`src/rtl/axi_slave_rd_engine.sv`:
```
`default_nettype none
// +----------------------------------------------------------------------+
// | Module : axi_slave_rd_engine                                         |
// | AXI3 read-slave engine: AR requests are queued and replayed as R     |
// | bursts after a minimum latency. WRAP support: AXI_SLAVE_RD_WRAP_EN.  |
// | Rev    : 1.0                                                         |
// +----------------------------------------------------------------------+

`ifndef AXI_DATA_WIDTH
`define AXI_DATA_WIDTH 128
`endif
`ifndef AXI_ID_WIDTH
`define AXI_ID_WIDTH 8
`endif

module axi_slave_rd_engine #(
    parameter int ADDR_WIDTH = 16,
    parameter int DATA_WIDTH = `AXI_DATA_WIDTH,
    parameter int ID_WIDTH   = `AXI_ID_WIDTH,
    parameter int QDEPTH_LG2 = 4,
    parameter int AR2R_DELAY = 50
) (
    input  logic                  clk,
    input  logic                  rst_n,
    input  logic                  arvalid_i,
    input  logic [ID_WIDTH-1:0]   arid_i,
    input  logic [ADDR_WIDTH-1:0] araddr_i,
    input  logic [3:0]            arlen_i,
    input  logic [2:0]            arsize_i,
    input  logic [1:0]            arburst_i,
    output logic                  arready_o,
    output logic                  rvalid_o,
    output logic [ID_WIDTH-1:0]   rid_o,
    output logic [1:0]            rresp_o,
    output logic                  rlast_o,
    input  logic                  rready_i,
    output logic [ADDR_WIDTH-1:0] mem_addr_o,
    output logic [QDEPTH_LG2:0]   occupancy_o
);

    localparam int                  c_DEPTH    = 1 << QDEPTH_LG2;
    localparam int                  c_MAX_SIZE = $clog2(DATA_WIDTH / 8);
    localparam logic [15:0]         c_DELAY    = 16'(AR2R_DELAY);
    localparam logic [QDEPTH_LG2:0] c_FULL     = (QDEPTH_LG2 + 1)'(c_DEPTH);
    localparam logic [QDEPTH_LG2:0] c_ONE      = (QDEPTH_LG2 + 1)'(1);
    localparam logic [QDEPTH_LG2-1:0] c_PTR_ONE = QDEPTH_LG2'(1);
    localparam logic [1:0]          c_FIXED    = 2'b00;
    localparam logic [1:0]          c_WRAP     = 2'b10;
    localparam logic [1:0]          c_RSVD     = 2'b11;
    localparam logic [1:0]          c_OKAY     = 2'b00;
    localparam logic [1:0]          c_SLVERR   = 2'b10;

    typedef enum logic [1:0] {
        ST_IDLE  = 2'd0,
        ST_WAIT  = 2'd1,
        ST_BURST = 2'd2
    } state_t;

    typedef struct packed {
        logic [ID_WIDTH-1:0]   id;
        logic [ADDR_WIDTH-1:0] addr;
        logic [3:0]            len;
        logic [2:0]            size;
        logic [1:0]            burst;
        logic [15:0]           snap;
    } ar_entry_t;

    ar_entry_t               r_queue [c_DEPTH];
    logic [QDEPTH_LG2-1:0]   r_wr_ptr;
    logic [QDEPTH_LG2-1:0]   r_rd_ptr;
    logic [QDEPTH_LG2:0]     r_count;
    logic [15:0]             r_cycle;
    logic [3:0]              r_beat;
    state_t                  r_state;
    state_t                  w_state_nx;

    ar_entry_t               w_new;
    ar_entry_t               w_head;
    logic                    w_push;
    logic                    w_pop;
    logic                    w_fire;
    logic                    w_last;
    logic                    w_due;
    logic                    w_size_err;
    logic                    w_slverr;
    logic [15:0]             w_elapsed;
    logic [ADDR_WIDTH-1:0]   w_step;
    logic [ADDR_WIDTH-1:0]   w_incr_addr;
    logic [ADDR_WIDTH-1:0]   w_beat_addr;

    assign w_head     = r_queue[r_rd_ptr];
    assign w_last     = (r_beat == w_head.len);
    assign w_fire     = (r_state == ST_BURST) && rready_i;
    assign w_pop      = w_fire && w_last;
    // A full queue still takes a new request in the cycle its head retires.
    assign arready_o  = (r_count != c_FULL) || w_pop;
    assign w_push     = arvalid_i && arready_o;
    assign w_elapsed  = r_cycle - w_head.snap;
    assign w_due      = (w_elapsed >= c_DELAY);
    assign occupancy_o = r_count;

    always_comb begin
        w_new       = '0;
        w_new.id    = arid_i;
        w_new.addr  = araddr_i;
        w_new.len   = arlen_i;
        w_new.size  = arsize_i;
        w_new.burst = arburst_i;
        w_new.snap  = r_cycle;
    end

    always_ff @(posedge clk) begin
        if (w_push) begin
            r_queue[r_wr_ptr] <= w_new;
        end
    end

    always_ff @(posedge clk or negedge rst_n) begin
        if (!rst_n) begin
            r_wr_ptr <= '0;
            r_rd_ptr <= '0;
            r_count  <= '0;
            r_cycle  <= '0;
            r_beat   <= '0;
            r_state  <= ST_IDLE;
        end else begin
            r_cycle <= r_cycle + 16'd1;
            r_state <= w_state_nx;
            if (w_push) begin
                r_wr_ptr <= r_wr_ptr + c_PTR_ONE;
            end
            if (w_pop) begin
                r_rd_ptr <= r_rd_ptr + c_PTR_ONE;
            end
            if (w_push && !w_pop) begin
                r_count <= r_count + c_ONE;
            end else if (!w_push && w_pop) begin
                r_count <= r_count - c_ONE;
            end
            if (w_fire) begin
                r_beat <= w_last ? 4'd0 : (r_beat + 4'd1);
            end
        end
    end

    always_comb begin
        w_state_nx = r_state;
        case (r_state)
            ST_IDLE: begin
                if (r_count != '0) begin
                    w_state_nx = ST_WAIT;
                end
            end
            ST_WAIT: begin
                if (w_due) begin
                    w_state_nx = ST_BURST;
                end
            end
            ST_BURST: begin
                if (w_pop) begin
                    w_state_nx = ((r_count > c_ONE) || w_push) ? ST_WAIT : ST_IDLE;
                end
            end
            default: w_state_nx = ST_IDLE;
        endcase
    end

    assign w_size_err  = (w_head.size > 3'(c_MAX_SIZE));
    assign w_step      = ADDR_WIDTH'(r_beat) << w_head.size;
    assign w_incr_addr = w_head.addr + w_step;

`ifdef AXI_SLAVE_RD_WRAP_EN
    logic                  w_wrap_len_ok;
    logic                  w_wrap_mode;
    logic [ADDR_WIDTH-1:0] w_wrap_mask;
    logic [ADDR_WIDTH-1:0] w_size_mask;
    logic [ADDR_WIDTH-1:0] w_aligned;
    logic [ADDR_WIDTH-1:0] w_wrap_addr;

    assign w_wrap_len_ok = (w_head.len == 4'd1) || (w_head.len == 4'd3) ||
                           (w_head.len == 4'd7) || (w_head.len == 4'd15);
    assign w_wrap_mode   = (w_head.burst == c_WRAP) && w_wrap_len_ok && !w_size_err;
    assign w_slverr      = (w_head.burst == c_RSVD) || w_size_err ||
                           ((w_head.burst == c_WRAP) && !w_wrap_len_ok);
    // Container size is a power of two, so wrapping is a mask inside an aligned window.
    assign w_wrap_mask   = ((ADDR_WIDTH'(w_head.len) + ADDR_WIDTH'(1)) << w_head.size)
                           - ADDR_WIDTH'(1);
    assign w_size_mask   = (ADDR_WIDTH'(1) << w_head.size) - ADDR_WIDTH'(1);
    assign w_aligned     = w_head.addr & ~w_size_mask;
    assign w_wrap_addr   = (w_head.addr & ~w_wrap_mask) |
                           ((w_aligned + w_step) & w_wrap_mask);
`else
    assign w_slverr      = (w_head.burst == c_RSVD) || w_size_err ||
                           (w_head.burst == c_WRAP);
`endif

    always_comb begin
        w_beat_addr = w_incr_addr;
        if (w_head.burst == c_FIXED) begin
            w_beat_addr = w_head.addr;
        end
`ifdef AXI_SLAVE_RD_WRAP_EN
        // First WRAP beat keeps the requested (possibly unaligned) address.
        else if (w_wrap_mode) begin
            w_beat_addr = (r_beat == 4'd0) ? w_head.addr : w_wrap_addr;
        end
`endif
    end

    always_comb begin
        rvalid_o   = 1'b0;
        rid_o      = '0;
        rresp_o    = c_OKAY;
        rlast_o    = 1'b0;
        mem_addr_o = '0;
        if (r_state == ST_BURST) begin
            rvalid_o   = 1'b1;
            rid_o      = w_head.id;
            rresp_o    = w_slverr ? c_SLVERR : c_OKAY;
            rlast_o    = w_last;
            mem_addr_o = w_beat_addr;
        end
    end

endmodule

`default_nettype wire

```
`config.mk`:
```
export PLATFORM = sky130hd
export DESIGN_NAME = axi_slave_rd_engine
export DESIGN_NICKNAME = d
export VERILOG_FILES = /design/src/rtl/axi_slave_rd_engine.sv
export SDC_FILE = /design/constraint.sdc
export NUM_CORES = 1
export LEC_CHECK = 0
export CORE_MARGIN = 8
export CORE_UTILIZATION = 40
export CTS_BUF_LIST = sky130_fd_sc_hd__clkbuf_4 sky130_fd_sc_hd__clkbuf_8
export DETAILED_ROUTE_END_ITERATION = 7
export MAX_ROUTING_LAYER = met4
export PLACE_DENSITY_LB_ADDON = 0.3
export SLEW_MARGIN = 5
export SYNTH_ARGS = -nofsm -noshare
export SYNTH_HDL_FRONTEND = slang
export SYNTH_SLANG_ARGS = --single-unit
```
`constraint.sdc`:
```
create_clock -name clk -period 19.5 [get_ports clk]
set_clock_uncertainty 0.1 [all_clocks]
set_input_delay 3.9 -clock clk [delete_from_list [all_inputs] [get_ports clk]]
set_output_delay 3.9 -clock clk [all_outputs]
set_load 0.02 [all_outputs]
```
Word level (Yosys, flattened, before mapping)
Memories as Yosys holds them, arrays and structs flattened.
Index checks and enable logic that the tools add are counted.
{ "op_classes": {"addsub": 8, "n_reduce_logical": 16, "n_mux": 17, "shift": 1, "n_lt_le_gt_ge": 3, "eq_ne": 9} }
{ "ops": {"columns": ["op", "count"], "rows": [
  ["16-bit two-way mux", 2],
  ["16-bit by 1-bit adder with 16-bit output, second input constant", 1],
  ["16-bit adder", 1],
  ["16-bit by 6-bit >= comparator with 1-bit output, second input constant", 1],
  ["4-bit by 3-bit left shift with 16-bit output", 1],
  ["16-bit subtractor", 1],
  ["4-bit by 1-bit adder with 4-bit output, second input constant", 3],
  ["2-bit two-way mux", 5],
  ["5-bit two-way mux", 2],
  ["8-bit two-way mux", 1],
  ["2-bit == test, second input constant", 3],
  ["2-bit != test, second input constant", 3],
  ["2-bit one-hot mux with 3 select lines", 1],
  ["5-bit by 1-bit adder with 5-bit output, second input constant", 1],
  ["5-bit by 1-bit > comparator with 1-bit output, second input constant", 1],
  ["1-bit logical AND", 5],
  ["1-bit two-way mux", 5],
  ["5-bit != test, second input constant", 1],
  ["5-bit nonzero test", 1],
  ["5-bit by 1-bit subtractor with 5-bit output, second input constant", 1],
  ["4-bit == test", 1],
  ["2-bit logical NOT", 2],
  ["1-bit logical OR", 4],
  ["4-bit two-way mux", 1],
  ["other kinds (5)", 6]
]} }
{ "word_totals": {"mem_bits_rw": 784, "register_bits": 35, "output_inout_bits": 34, "memories": 1, "in_bits": 37} }
{ "memory_table": {"columns": ["memory", "words", "width", "rd", "rd_ports_with_merged_regs", "write_ports", "line", "text"], "rows": [
  ["r_queue", 16, 49, 1, 0, 1, "68", "ar_entry_t r_queue [c_DEPTH];"]
]} }

Logic depth before layout (Yosys ltp)
Gate-level depths: netlist (run 1).
{ "logic_depth": {"depth_word": 9, "depth_mapped": 20} }

Worst setup path before layout (run 1)
OpenSTA, ideal clock, no wires.
{ "synth_path": {"path_kind": "reg-to-output", "start": "register r_rd_ptr[0]", "end": "output port mem_addr_o[12]", "slack_ns": 10.323, "path_stages_with_launch": 19, "arrival_time_ns": 5.177, "n_path_buf": 6, "path_cell_list": "dfrtp_1 -> buf_6 -> buf_6 -> buf_6 -> buf_6 -> buf_2 -> buf_2 -> mux4_2 -> mux4_2 -> ha_1 -> fa_1 -> a21oi_1 -> o21ai_0 -> a2111oi_0 -> nor3_1 -> a2111oi_0 -> nor3b_1 -> xnor2_1 -> nor2_1"} }
{ "synth_via": {"elab_chain_len": 5, "elab_cells_between_ends": 6, "classes_between": "1 x add/sub; 1 x shift; 2 x mux; 1 x reduce/logical; 1 x memory"} }
{ "synth_rtl": {"columns": ["element", "line", "text"], "rows": [
  ["start: declaration", "70", "logic [QDEPTH_LG2-1:0] r_rd_ptr;"],
  ["start signal: assignment", "133", "r_rd_ptr <= r_rd_ptr + c_PTR_ONE;"],
  ["memory 16 x 49 bit *", null, null],
  ["4-bit by 3-bit left shift with 16-bit output", "169", "assign w_step = ADDR_WIDTH'(r_beat) << w_head.size;"],
  ["16-bit adder", "170", "assign w_incr_addr = w_head.addr + w_step;"],
  ["16-bit two-way mux *", "199", "if (w_head.burst == c_FIXED) begin"],
  ["16-bit two-way mux *", "216", "if (r_state == ST_BURST) begin"],
  ["end: declaration", "37", "output logic [ADDR_WIDTH-1:0] mem_addr_o,"]
]} }
Every way passes the cells marked *; elsewhere a longest branch is shown, timed or not.

Worst setup path after layout (run 1)
{ "layout_path": {"start": "register r_rd_ptr[0]", "end": "output port mem_addr_o[14]"} }
Same word-level chain as after synthesis.

==> results.cfg, run 1 <==
[floorplan]
ioPinCount = 71
dieArea_mm2 = 0.09246
die_h_um = 304.1
fp.dieW_um = 304.1
rows = 105
core_mm2 = 0.08211
start_util_pct = 40.43

[worst_hold_path]
hold_start = occupancy_o[3]$_DFFE_PN0P_
worstHoldPathType = reg -> reg
min_to = occupancy_o[3]$_DFFE_PN0P_
hold_depth = 1

[drt]
wl_per_cell_um = 25.94
ant_nets = 0
wl_um = 75720
viasPerCell = 5.475
route.detailed.drc = 0
drt_first_pass_iters = 5
vias = 15980
drtIter0Drc = 1251

[clocking]
cts_resized = 0
clkTransAtPathRegs_ns = 0.05
numCtsBuffers = 140
cts.sinks = 819
clock_latency_ns = 0.80
cts_setup_buffers = 0
cts-htree-levels = 4
clockBufferDepth = 3
hold_buffers = 0
clockRootBuffer = clkbuf_8
cts_tree = yes

[grt]
grt_max_degree = 100
grt_pass1_wl_um = 112800
grt-ovfl-total = 0
grt_use_total_pct = 16.78
grt_pass1_vias = 17220
antenna_found_initial = 4

[cells_and_area]
area_growth_pct = 14.75
final_cell_mix = 784 x edfxtp_1, 234 x mux4_2, 143 x clkbuf_8
drive_gt1_share_pct = 27.74
final_nets = 1817
layout_commonest_cell = edfxtp_1
fin_util_pct = 46.39
fillCellCount = 6721

[timing]
tightestPinTransition_ns = 1.172
fin_crit_sh_pct = 59.13
slew_headroom_pct = 21.89
hold-worst-slack_ns = 0.4333
setup_viol = 0
finalSetupTns_ns = 0
fin_crit_ns = 11.53
drv_slew = 0
rsz0062_at_grt = no
hold_violations = 0
clock.fmax_mhz = 86.73

[critical_path]
crit_arrival_ns = 7.53
rr_endpoint = r_queue[1][37]$_DFFE_PP_
cp_max_fo = 35
startpoint = r_rd_ptr[0]$_DFFE_PN0P_
r2r_cells = 12
crit_required_ns = 15.50
rr_startpoint = r_rd_ptr[2]$_DFFE_PN0P_
startpoint_type = flop
ff2ff_setup_slack_ns = 13.11
critPathKind = reg -> out
end_kind = output port

[yosys]
avgSynthCellArea_um2 = 21.06
synth-edff-count = 784
ys_warn_count = 0
syn_nets = 1653
ys_seq_area_share_pct = 73.56
yosysUniqueCellTypes = 63
syn_area_mm2 = 0.03319
synth_flop_cell = edfxtp_1
synth_async_sr_flop_share_pct = 4.274
synth_seq_cells = 819
syn_inst = 1576

[pwr]
p_leak_uw = 0.01197
power_density_mw_per_mm2 = 133.2
peakVddDrop_mv = 0.09843

[flow_run]
maxCapViolCount = 0

[placed_design]
port_buffers = 69
dp_hpwl_um = 38930
gp_congestion = 0.8007

[status]
status = complete, no violations
flip-flops by register name, indices dropped and copies added, names as in the netlist:
signal,cells
r_queue,784
r_cycle,16
occupancy_o,5
r_beat,4
r_rd_ptr,4
r_wr_ptr,4
r_state,2
worst max-delay path by stage:
stage	depth (start not counted)	to	slack (ns)
floorplan	18	mem_addr_o[12]	10.32
CTS	16	mem_addr_o[14]	7.83
finish	16	mem_addr_o[14]	7.97
detailed placement	16	mem_addr_o[14]	8.73
global placement	16	mem_addr_o[12]	8.74
global route	16	mem_addr_o[14]	7.24
metrics by stage:
stage | instance area (um^2) | setup WS [ns] | std cells | power (uW)
after floorplan | 33190 | 10.32 | 1576 | 3118
after global placement | 35160 | 8.736 | 2668 | 3505
after detailed placement | 35160 | 8.734 | 2668 | 3535
after CTS | 38080 | 7.835 | 2916 | 5144
after global routing | 38090 | 7.240 | 2919 | 5319
final | 38090 | 7.969 | 2919 | 5073
kinds of logic (layout without fill, tap and decap cells):
group / count (synthesis) / count (layout) / synth area share, %
adders and majority gates: 40 / 40 / 1.553
and+or+nand+nor: 188 / 188 / 2.763
DFF: 819 / 819 / 73.56
buffers and inverters: 108 / 378 / 1.606
other: 1 / 4 / 0.01130
xor gates and xnor gates: 52 / 52 / 1.372
muxes: 263 / 263 / 17.01
AOI/OAI and AO/OA: 105 / 105 / 2.118
area by class of cell:
type / instances / area, um^2 / share of cell area (%)
diodes: 3 / 7.507 / 0.01971
clock buffers: 194 / 2351 / 6.172
clock inverters: 54 / 568.0 / 1.491
inverters: 36 / 140.1 / 0.3679
multi-input cells: 649 / 8364 / 21.96
flip-flops and latches: 819 / 24430 / 64.15
well taps: 1070 / 1339 / 3.515
repair buffers: 94 / 885.9 / 2.326
where the power goes:
group | switching (uW) | internal [uW]
clock network | 714 | 883
logic | 701 | 566
registers | 91.2 | 2120
cell usage after synthesis, types with 6 or more instances:
| master | number | area [um^2] |
|---|---|---|
| xnor2_1 | 33 | 289.0 |
| mux2i_1 | 23 | 230.2 |
| a21oi_1 | 29 | 145.1 |
| nor3_1 | 6 | 30.03 |
| clkbuf_1 | 16 | 60.06 |
| or3_1 | 9 | 56.30 |
| edfxtp_1 | 784 | 23540 |
| nor2b_1 | 6 | 37.54 |
| nand3_1 | 19 | 95.09 |
| and2_1 | 13 | 81.33 |
| xor2_1 | 19 | 166.4 |
| and3_1 | 9 | 56.30 |
| a211oi_1 | 7 | 52.55 |
| buf_4 | 8 | 60.06 |
| buf_2 | 38 | 190.2 |
| mux4_2 | 234 | 5270 |
| o211ai_1 | 6 | 45.04 |
| ha_1 | 38 | 475.5 |
| buf_6 | 6 | 67.56 |
| o21ai_0 | 23 | 115.1 |
| dfrtp_1 | 35 | 875.8 |
| nand2_1 | 33 | 123.9 |
| nor2_1 | 69 | 259.0 |
| inv_1 | 35 | 131.4 |
worst max-delay path, cell delays in order (launching register included):
cell	delay, ns
dfrtp_4	0.99
buf_4	0.69
mux4_2	0.59
mux4_2	0.58
mux2i_1	0.21
nor2b_1	0.17
a211oi_1	0.26
ha_1	0.32
a21oi_1	0.21
o21ai_0	0.13
a2111oi_0	0.82
nor3_1	0.14
a2111oi_0	0.55
nor3b_1	0.12
xnor2_1	0.15
nor2_1	0.11
clkdlybuf4s50_1	0.65
routing by layer:
layer	wire [um]	global-route usage, %	up-vias	share of wire (%)
met5	0	-	-	0
met3	3684	3.310	102	4.9
li1	-	-	6901	-
met1	31980	21.15	8524	42
met2	38950	27.93	454	51
met4	1102	4.368	0	1.5
No activity file was read; power rests on OpenSTA's default activity.
==> run 2: changes to the inputs <==
==> constraint.sdc (replaced) <==
create_clock -name clk -period 9.8 [get_ports clk]
set_clock_uncertainty 0.1 [all_clocks]
set_input_delay 1.96 -clock clk [delete_from_list [all_inputs] [get_ports clk]]
set_output_delay 1.96 -clock clk [all_outputs]
set_load 0.02 [all_outputs]
==> run 2 against run 1 <==
Compared with the run above:
- via count grew 0.86%
- non-clock buffer count increased by 3
- clock-buffer cell count is 8 lower
- setup slack worse by 7.2 ns
- combinational power rose by 98%
- core utilization decreased by 0.24 points
- global-route usage shrank 0.060 points
- critical path type unchanged
==> results.cfg, run 2 (same netlist as run 1, synthesis figures left out) <==
[clocking]
cts_resized = 0
cts-htree-levels = 4
clkTransAtPathRegs_ns = 0.06
cts_setup_buffers = 0
hold_buffers = 0
clock_latency_ns = 0.77
clockRootBuffer = clkbuf_8
numCtsBuffers = 139
cts.sinks = 819
clockBufferDepth = 3
cts_tree = yes

[drt]
ant_nets = 0
wl_um = 75870
vias = 16120
wl_per_cell_um = 26.03
route.detailed.drc = 0
drtIter0Drc = 1567
drt_first_pass_iters = 5
viasPerCell = 5.530

[timing]
hold-worst-slack_ns = 0.4467
tightestPinTransition_ns = 1.113
slew_headroom_pct = 25.66
drv_slew = 0
rsz0062_at_grt = no
hold_violations = 0
fin_crit_ns = 9.004
setup_ws_ns = 0.7965
clock.fmax_mhz = 111.1
finalSetupTns_ns = 0
fin_crit_sh_pct = 91.87
setup_viol = 0

[floorplan]
dieArea_mm2 = 0.09246
ioPinCount = 71
die_h_um = 304.1
core_mm2 = 0.08211
rows = 105
start_util_pct = 40.43
fp.dieW_um = 304.1

[critical_path]
startpoint_type = flop
startpoint = r_rd_ptr[0]$_DFFE_PN0P_
r2r_cells = 15
critPathKind = reg -> out
end_kind = output port
cp_max_fo = 35
crit_required_ns = 7.74
rr_startpoint = r_rd_ptr[0]$_DFFE_PN0P_
ff2ff_setup_slack_ns = 2.86
critPathCapture = mem_addr_o[14]
rr_endpoint = r_state[1]$_DFFE_PN0P_
crit_arrival_ns = 6.94

[grt]
grt_max_degree = 93
grt_use_total_pct = 16.72
grt-ovfl-total = 0
grt_pass1_wl_um = 112000
grt_pass1_vias = 17080
antenna_found_initial = 6

[pwr]
pwr-share-seq_pct = 44.5
power_density_mw_per_mm2 = 260.4
share_comb_of_total_power_pct = 25.5
peakVddDrop_mv = 0.1390
power_frac_clock_pct = 30.0
p_switching_uw = 2908
p_leak_uw = 0.01186
switching_share_pct = 29.47
internal_power_uw = 6959

[flow_run]
maxCapViolCount = 0

[placed_design]
gp_congestion = 0.8549
place_ws_ns = 1.586
dp_hpwl_um = 39500
place_area_mm2 = 0.03521
port_buffers = 69

[cells_and_area]
regMostFlops = r_queue
final_cell_mix = 784 x edfxtp_1, 234 x mux4_2, 147 x clkbuf_8
area_growth_pct = 14.16
fin_util_pct = 46.15
fillCellCount = 6765
layout_commonest_cell = edfxtp_1
final_nets = 1819
final_area_mm2 = 0.03789
largest_reg_flops = 784
drive_gt1_share_pct = 27.48

[worst_hold_path]
worstHoldPathType = reg -> reg

[status]
status = complete, no violations
run 2: cell count changes in the layout (fill, tap and decap cells not counted), sizes merged:
cell,change
clkinv,+2
diode,+4
clkinvlp,+4
buf,+3
inv,-6
clkbuf,-8
bufinv,-3
run 2: critical path, stage by stage, from the launching register on:
cell             delay [ns]
dfrtp_4                0.88
mux4_2                 0.60
mux4_2                 0.59
mux2i_1                0.22
nor2b_1                0.19
a211oi_1               0.30
ha_1                   0.33
a21oi_1                0.23
o21ai_0                0.13
a2111oi_0              0.87
nor3_1                 0.16
a2111oi_0              0.60
nor3b_1                0.13
xnor2_1                0.16
nor2_1                 0.10
clkdlybuf4s50_1        0.64
run 2: per-stage QoR:
stage | cells | power (uW)
CTS | 2908 | 9990
global placement | 2671 | 6964
global route | 2912 | 10320
detailed placement | 2671 | 7021
floorplan | 1576 | 6205
finish | 2915 | 9867
run 2: cell type report:
cell class                      instances  area [um^2]  share of cell area, %
Inverter                               36        140.1                 0.3698
Antenna cell                            7        17.52                0.04623
Multi-Input combinational cell        649         8364                  22.07
Tap cell                             1070         1339                  3.533
Sequential cell                       819        24430                  64.48
Clock buffer                          186         2316                  6.112
Clock inverter                         51        349.1                 0.9212
Timing Repair Buffer                   97        933.4                  2.463
run 2: power by group through the flow:
stage | Sequential, uW | Clock [uW] | Combinational [uW]
finish | 4390 | 2960 | 2520
CTS | 4400 | 3030 | 2560
detailed placement | 4470 | 0 | 2560
global route | 4420 | 3170 | 2720
global placement | 4450 | 0 | 2520
floorplan | 4380 | 0 | 1820
run 2: how the worst min path moves through the flow:
stage / start / endpoint / slack (ns) / depth (start not counted)
after floorplan: r_wr_ptr[0]$_DFFE_PN0P_ / r_wr_ptr[0]$_DFFE_PN0P_ / 0.41 / 1
after detailed placement: occupancy_o[3]$_DFFE_PN0P_ / occupancy_o[3]$_DFFE_PN0P_ / 0.43 / 1
after global routing: occupancy_o[3]$_DFFE_PN0P_ / occupancy_o[3]$_DFFE_PN0P_ / 0.45 / 1
final: occupancy_o[3]$_DFFE_PN0P_ / occupancy_o[3]$_DFFE_PN0P_ / 0.45 / 1
after CTS: occupancy_o[3]$_DFFE_PN0P_ / occupancy_o[3]$_DFFE_PN0P_ / 0.44 / 1
after global placement: occupancy_o[3]$_DFFE_PN0P_ / occupancy_o[3]$_DFFE_PN0P_ / 0.44 / 1
run 2: per-layer routing:
metal	vias up	global-route usage, %	share of wire [%]
li1	6883	-	-
met1	8692	21.24	42
met2	433	27.49	50
met3	111	3.261	5.6
met4	0	4.723	1.7
met5	-	-	0
